--- src/rtl/bcd_countdown_timer.sv ---
// bcd_countdown_timer
//   Two-digit loadable down-counter driven by an upstream rollover tick.
//   The low digit counts modulo k_lo and the high digit modulo k_hi, with a
//   borrow from low to high. Counting stops at 00 and the expiry is reported
//   with a one-cycle done pulse.
//
// Ports
//   Clock    in   system clock, all state changes on posedge
//   Reset    in   synchronous active-high reset
//   tick     in   one-cycle count enable
//   load     in   load preset (saturated to the digit moduli), go IDLE
//   load_hi  in   [n] high digit preset
//   load_lo  in   [n] low digit preset
//   start    in   begin/resume counting when the count is non-zero
//   pause    in   suspend counting
//   Q_hi     out  [n] current high digit (registered)
//   Q_lo     out  [n] current low digit (registered)
//   borrow   out  one-cycle pulse when the low digit wraps 0 -> k_lo-1
//   running  out  registered decode of the RUN state
//   done     out  one-cycle pulse on expiry
//
// Per-edge priority: Reset > load > pause > start > tick.

module bcd_countdown_timer #(
    parameter int n    = 4,
    parameter int k_lo = 10,
    parameter int k_hi = 6
) (
    input  logic         Clock,
    input  logic         Reset,
    input  logic         tick,
    input  logic         load,
    input  logic [n-1:0] load_hi,
    input  logic [n-1:0] load_lo,
    input  logic         start,
    input  logic         pause,
    output logic [n-1:0] Q_hi,
    output logic [n-1:0] Q_lo,
    output logic         borrow,
    output logic         running,
    output logic         done
);

    generate
        if ((k_lo < 1) || (k_hi < 1) || (k_lo > (1 << n)) || (k_hi > (1 << n))) begin : g_bad_modulus
            $error("bcd_countdown_timer: k_lo and k_hi must be in 1..2**n");
        end
    endgenerate

    localparam logic [n-1:0] LO_MAX = n'(k_lo - 1);
    localparam logic [n-1:0] HI_MAX = n'(k_hi - 1);
    localparam logic [n-1:0] ONE    = n'(1);

    typedef enum logic [1:0] {
        IDLE,
        RUN,
        PAUSED,
        EXPIRED
    } state_t;

    state_t       state_q, state_d;
    logic [n-1:0] q_hi_d, q_lo_d;
    logic         borrow_d, done_d;
    logic         count_zero;

    assign count_zero = (Q_hi == '0) && (Q_lo == '0);

    always_ff @(posedge Clock) begin
        if (Reset) begin
            state_q <= IDLE;
            Q_hi    <= '0;
            Q_lo    <= '0;
            borrow  <= 1'b0;
            done    <= 1'b0;
            running <= 1'b0;
        end else begin
            state_q <= state_d;
            Q_hi    <= q_hi_d;
            Q_lo    <= q_lo_d;
            borrow  <= borrow_d;
            done    <= done_d;
            running <= (state_d == RUN);
        end
    end

    always_comb begin
        state_d  = state_q;
        q_hi_d   = Q_hi;
        q_lo_d   = Q_lo;
        borrow_d = 1'b0;
        done_d   = 1'b0;

        if (load) begin
            q_lo_d  = (load_lo > LO_MAX) ? LO_MAX : load_lo;
            q_hi_d  = (load_hi > HI_MAX) ? HI_MAX : load_hi;
            state_d = IDLE;
        end else if (pause) begin
            // pause claims the cycle in every state, so a simultaneous start
            // is always dropped; it only changes state when RUN.
            if (state_q == RUN) begin
                state_d = PAUSED;
            end
        end else begin
            unique case (state_q)
                IDLE, PAUSED: begin
                    if (start && !count_zero) begin
                        state_d = RUN;
                    end
                end
                RUN: begin
                    if (tick) begin
                        if (Q_lo != '0) begin
                            q_lo_d = Q_lo - ONE;
                            if ((Q_hi == '0) && (Q_lo == ONE)) begin
                                state_d = EXPIRED;
                                done_d  = 1'b1;
                            end
                        end else if (Q_hi != '0) begin
                            q_lo_d   = LO_MAX;
                            q_hi_d   = Q_hi - ONE;
                            borrow_d = 1'b1;
                        end else begin
                            // 00 while RUN is unreachable; settle as expired
                            // rather than wrapping.
                            state_d = EXPIRED;
                            done_d  = 1'b1;
                        end
                    end
                end
                EXPIRED: begin
                    q_hi_d = '0;
                    q_lo_d = '0;
                end
                default: state_d = IDLE;
            endcase
        end
    end

endmodule

--- config.mk ---
export PLATFORM = sky130hd
export DESIGN_NAME = bcd_countdown_timer
export DESIGN_NICKNAME = d
export VERILOG_FILES = /design/src/rtl/bcd_countdown_timer.sv
export SDC_FILE = /design/constraint.sdc
export NUM_CORES = 1
export LEC_CHECK = 0
export ABC_AREA = 1
export BUFFER_PORTS_ARGS = -buffer_cell sky130_fd_sc_hd__clkbuf_2
export CAP_MARGIN = 0
export CORE_MARGIN = 10
export CORE_UTILIZATION = 35
export DETAILED_ROUTE_END_ITERATION = 10
export SYNTH_ARGS = -nofsm -noshare
export SYNTH_HDL_FRONTEND = slang
export SYNTH_SLANG_ARGS = --single-unit
--- constraint.sdc ---
create_clock -name Clock -period 2.3 [get_ports Clock]
set_clock_uncertainty 0.15 [all_clocks]
set_input_delay 0.345 -clock Clock [delete_from_list [all_inputs] [get_ports Clock]]
set_output_delay 0.345 -clock Clock [all_outputs]
set_load 0.01 [all_outputs]
==> results.md <==
Run status:
- The run finished with clean final reports.

Setup path:
- The maximum fanout along the worst path is 6.
- For this design, the slowest cell found on the critical path is dfxtp_1.
- The worst setup path is launched from a flop.
- The number of cells on the worst reg-to-reg path is 9.
- For the worst setup path, the data arrival time is 1.61 ns.
- In this design, the largest share of critical-path delay is due to simple AND/OR/NAND/NOR gates.
- The required time reported for the critical path endpoint is 2.33 ns.
- Traced cell by cell, the critical path runs through inv_1, ha_1, nand2_4, nor2_8, nand2_4, nand2_4, nand2_4, o21ai_1, nor2_1.
- The endpoint of the most critical setup path is Q_hi[3].
- In this run the register-to-register setup slack is 0.72 ns.
- Counting buffers and inverters, the worst setup path is 9 cells deep.
- For this run, the slowest stage of the critical path takes 0.35 ns.
- The launching element of the worst setup path is Q_lo[0].
- The critical setup path kind is flop to flop.
- The most numerous cell type found on the critical path is nand2_4.
- The endpoint of the most critical register-to-register path is Q_hi[3].
- The launch instance of the worst register-to-register path is Q_lo[0].
- STA classifies the critical path endpoint as a flop.
- The number of buffers and inverters on the critical path is 1.

Clocking:
- Buffers inserted to repair hold after CTS numbered 0.
- After clock tree synthesis, the setup repair step added 0 buffers.
- The number of gates given a new drive strength after cts is 0.
- After clock tree synthesis, the clock-pin slew on the worst setup and hold paths is 0.08 ns.
- The TritonCTS clock tree is done.
- The maximum level of the CTS H-tree is 1.
- The root cell of the clock tree is clkbuf_4.
- The CTS sink count is 13.
- Clock tree synthesis inserted a total of 3 buffers.
- The insertion delay of the later-clocked pin in the worst-skew pair is 0.28 ns.
- The maximum number of buffers from clock root to sink is 2.

Floorplan:
- Row generation in the floorplan step produced 18 rows.
- Once the floorplan was initialized, standard cells occupied 36.8% of the core.
- In this run the vertical extent of the chip is 71.0 um.
- The total area inside the core boundary comes to 2480 um2.
- The die area is 5040 um2.
- The count of boundary I/O pins is 25.
- In this run the horizontal extent of the chip is 71.0 um.

Yosys:
- The number of synthesized register bits is 13.
- The proportion of register bits with asynchronous set or reset after synthesis is 0%.
- After synthesis the cells add up to 911 um2.
- The net count after synthesis is 153.
- By instance count, the leading cell after synthesis is nand2_1.
- After synthesis, the most frequently instantiated cells are nand2_1 (35), nor2_1 (20), dfxtp_1 (13), inv_1 (12), nand3_1 (7).
- For this run, the leading register cell type out of synthesis is dfxtp_1.
- The count of flip-flops with a built-in enable after synthesis is 0.
- Sorting the synthesized cells by area gives the leading types as dfxtp_1 (29%), nand2_1 (14%), nor2_1 (8.2%).
- Of the post-synthesis cell area, the dominant cell type holds 28.6%.
- Yosys printed 0 warnings.
- A synthesized cell averages 6.70 um2.
- In the synthesized netlist, the number of instances is 136.
- After synthesis, flip-flops and latches occupy 28.6% of the total area.
- Of all cell types, the one taking the most synthesized area is dfxtp_1.
- The number of distinct library cells after synthesis is 27.

Pwr:
- For this design the static power due to leakage is 0.554 nW.
- The combinational share of power is 31.3%.
- Sequential cells burn 43.4% of the power.
- The peak supply drop is 336 uV.
- The share of total power consumed by net switching is 36.1%.
- The share of total power in the clock network is 25.3%.
- In this run the power density over the cells is 543 nW/um2.
- The internal power is 0.377 mW.
- In this run the power spent charging and discharging nets is 0.213 mW.

Placed design:
- Timing analysis after detailed placement gives a worst setup slack of 0.738 ns.
- The count of input and output buffers is 24.
- The weighted congestion reported at the end of routability-driven placement is 0.910.
- The cell count after placement is 189.
- The HPWL reported at the end of detailed placement is 1850 um.

Detailed routing:
- In the routed design, unresolved DRC markers number 0.
- The pre-antenna-repair detailed-routing pass consisted of 3 iterations.
- In the routed layout, each cell is associated on average with a via count of 4.66.
- The count of nets left with antenna violations once routing finished came out at 0.
- The mean routed wirelength per cell is 11.6 um.
- The vias after detailed routing is 900.
- The detailed router finished its first iteration with 35 violations.
- The post-detailed-routing wire length is 2240 um.

Hold path:
- The worst hold path class is input pin to flop.

Cells and area:
- The share of post-route cells with drive strength above 1 is 30.7%.
- The final cell count without fillers is 193.
- For this run, the post-layout net count is 181.
- The repair_antennas step left the layout with diodes totalling 0.
- The count of filler cells inserted in the layout is 272.
- The area growth from synthesis to layout is 19.4%.

GRT:
- The layer carrying the most global-route usage is met2.
- For this run, global-route usage on met2 was measured as 14.4%.
- The met3 track demand over resource is 3.63%.
- For this run, global-route usage on met1 was measured as 10.8%.
- The via count of the first global-routing pass came to 891.
- The aggregate global routing overflow is 0.
- The first global-routing pass estimated 3850 um of wire.
- The number of antenna violations at the first check in global routing was 0.
- For this run, the total global-route usage over all layers was measured as 9.09%.
- The maximum number of pins on one net before global-route repair is 10.

STA:
- Setup repair after global routing left no endpoint under its margin.
- The number of pins with negative max-slew slack in the final report is 0.
- The post-route worst setup slack is 0.719 ns.
- The total negative slack is 0 ns.
- The number of hold violations in the final report is 0.
- The total setup violations reported at the end of the flow is 0.
- The final critical path takes up 68.7% of the cycle.
- For this run, the top clock speed supported by timing is 0.633 GHz.
- The transition at the pin with the smallest max-transition slack is 0.327 ns.
- Measured against its own limit, the worst slew margin works out to 78.2%.
- The worst path in the final design needs a cycle of 1.58 ns, including I/O delays and setup.

Flow run:
- Max-cap violations in this run came to 0.
[flip-flops by register name, summed over array words and instances (netlist names)]
register  cells
done          1
borrow        1
Q_lo          4
Q_hi          4
running       1
state_q       2
[per-layer routing]
layer  up-vias  part of all wire (%)
li1        488                     -
met1       394                    49
met5         -                     0
met3         4                   5.4
met4         0                   1.2
met2        14                    44
[through the flow]
step | power [mW] | util (%) | area [um2] | hold slack (ns)
after floorplan | 0.396 | - | 911 | 0.257
after global placement | 0.447 | 42.8 | 1060 | 0.365
after detailed placement | 0.447 | 42.8 | 1060 | 0.375
after CTS | 0.597 | 43.9 | 1090 | 0.130
after global routing | 0.631 | 43.9 | 1090 | 0.123
final | 0.591 | 43.9 | 1090 | 0.127
[cell families (layout without fill, tap and decap cells)]
| family | after synthesis | after routing | synth area share [%] |
|---|---|---|---|
| AO/OA/AOI/OAI | 21 | 21 | 14.6 |
| AND/OR/NAND/NOR | 78 | 78 | 42.9 |
| flip-flops | 13 | 13 | 28.6 |
| XOR/XNOR | 1 | 1 | 0.962 |
| adder cells (fa/ha/maj) | 3 | 3 | 4.12 |
| buffers and inverters | 20 | 47 | 8.93 |
[power groups by stage]
stage / Sequential (mW) / Combinational [mW] / Clock, mW
global route: 0.259 / 0.210 / 0.162
finish: 0.257 / 0.185 / 0.149
CTS: 0.256 / 0.187 / 0.154
detailed placement: 0.261 / 0.186 / 0
floorplan: 0.265 / 0.131 / 0
global placement: 0.261 / 0.185 / 0
[area by class of cell]
class / count / area (um2) / share of cell area (%)
Inverter: 19 / 73.8 / 6.79
Multi-Input combinational cell: 103 / 569 / 52.4
Tap cell: 30 / 37.5 / 3.45
Timing Repair Buffer: 24 / 120 / 11.0
Clock buffer: 4 / 26.3 / 2.42
Sequential cell: 13 / 260 / 23.9
[worst min path at each step]
stage                     slack, ns     from  depth (start not counted)       to
after floorplan                0.26    Reset                          1  Q_lo[0]
after global placement         0.36  Q_lo[0]                          2  Q_lo[0]
after detailed placement       0.37  Q_lo[0]                          2  Q_lo[0]
after CTS                      0.13    Reset                          2  Q_lo[0]
after global routing           0.12    Reset                          2  Q_lo[0]
final                          0.13    Reset                          2  Q_lo[0]
[placed cells by master, fill, tap and decap left out]
cell	instances
nor2_2	1
nand3_1	7
inv_4	1
nor2_1	20
nand3_2	1
nor3_1	2
a21oi_1	6
inv_2	6
clkbuf_1	1
nor2_4	1
xor2_1	1
nand2_2	2
o21ai_4	1
inv_1	12
dfxtp_1	13
clkbuf_2	24
o21ai_0	6
ha_1	3
o22ai_1	1
a31oi_1	1
nand2_1	35
clkbuf_4	3
nand4_1	2
nor2_8	1
nor3_2	1
o21ai_1	2
a21oi_2	3
nand2_4	5
a21o_1	1
(Power assumes the default switching activity.)
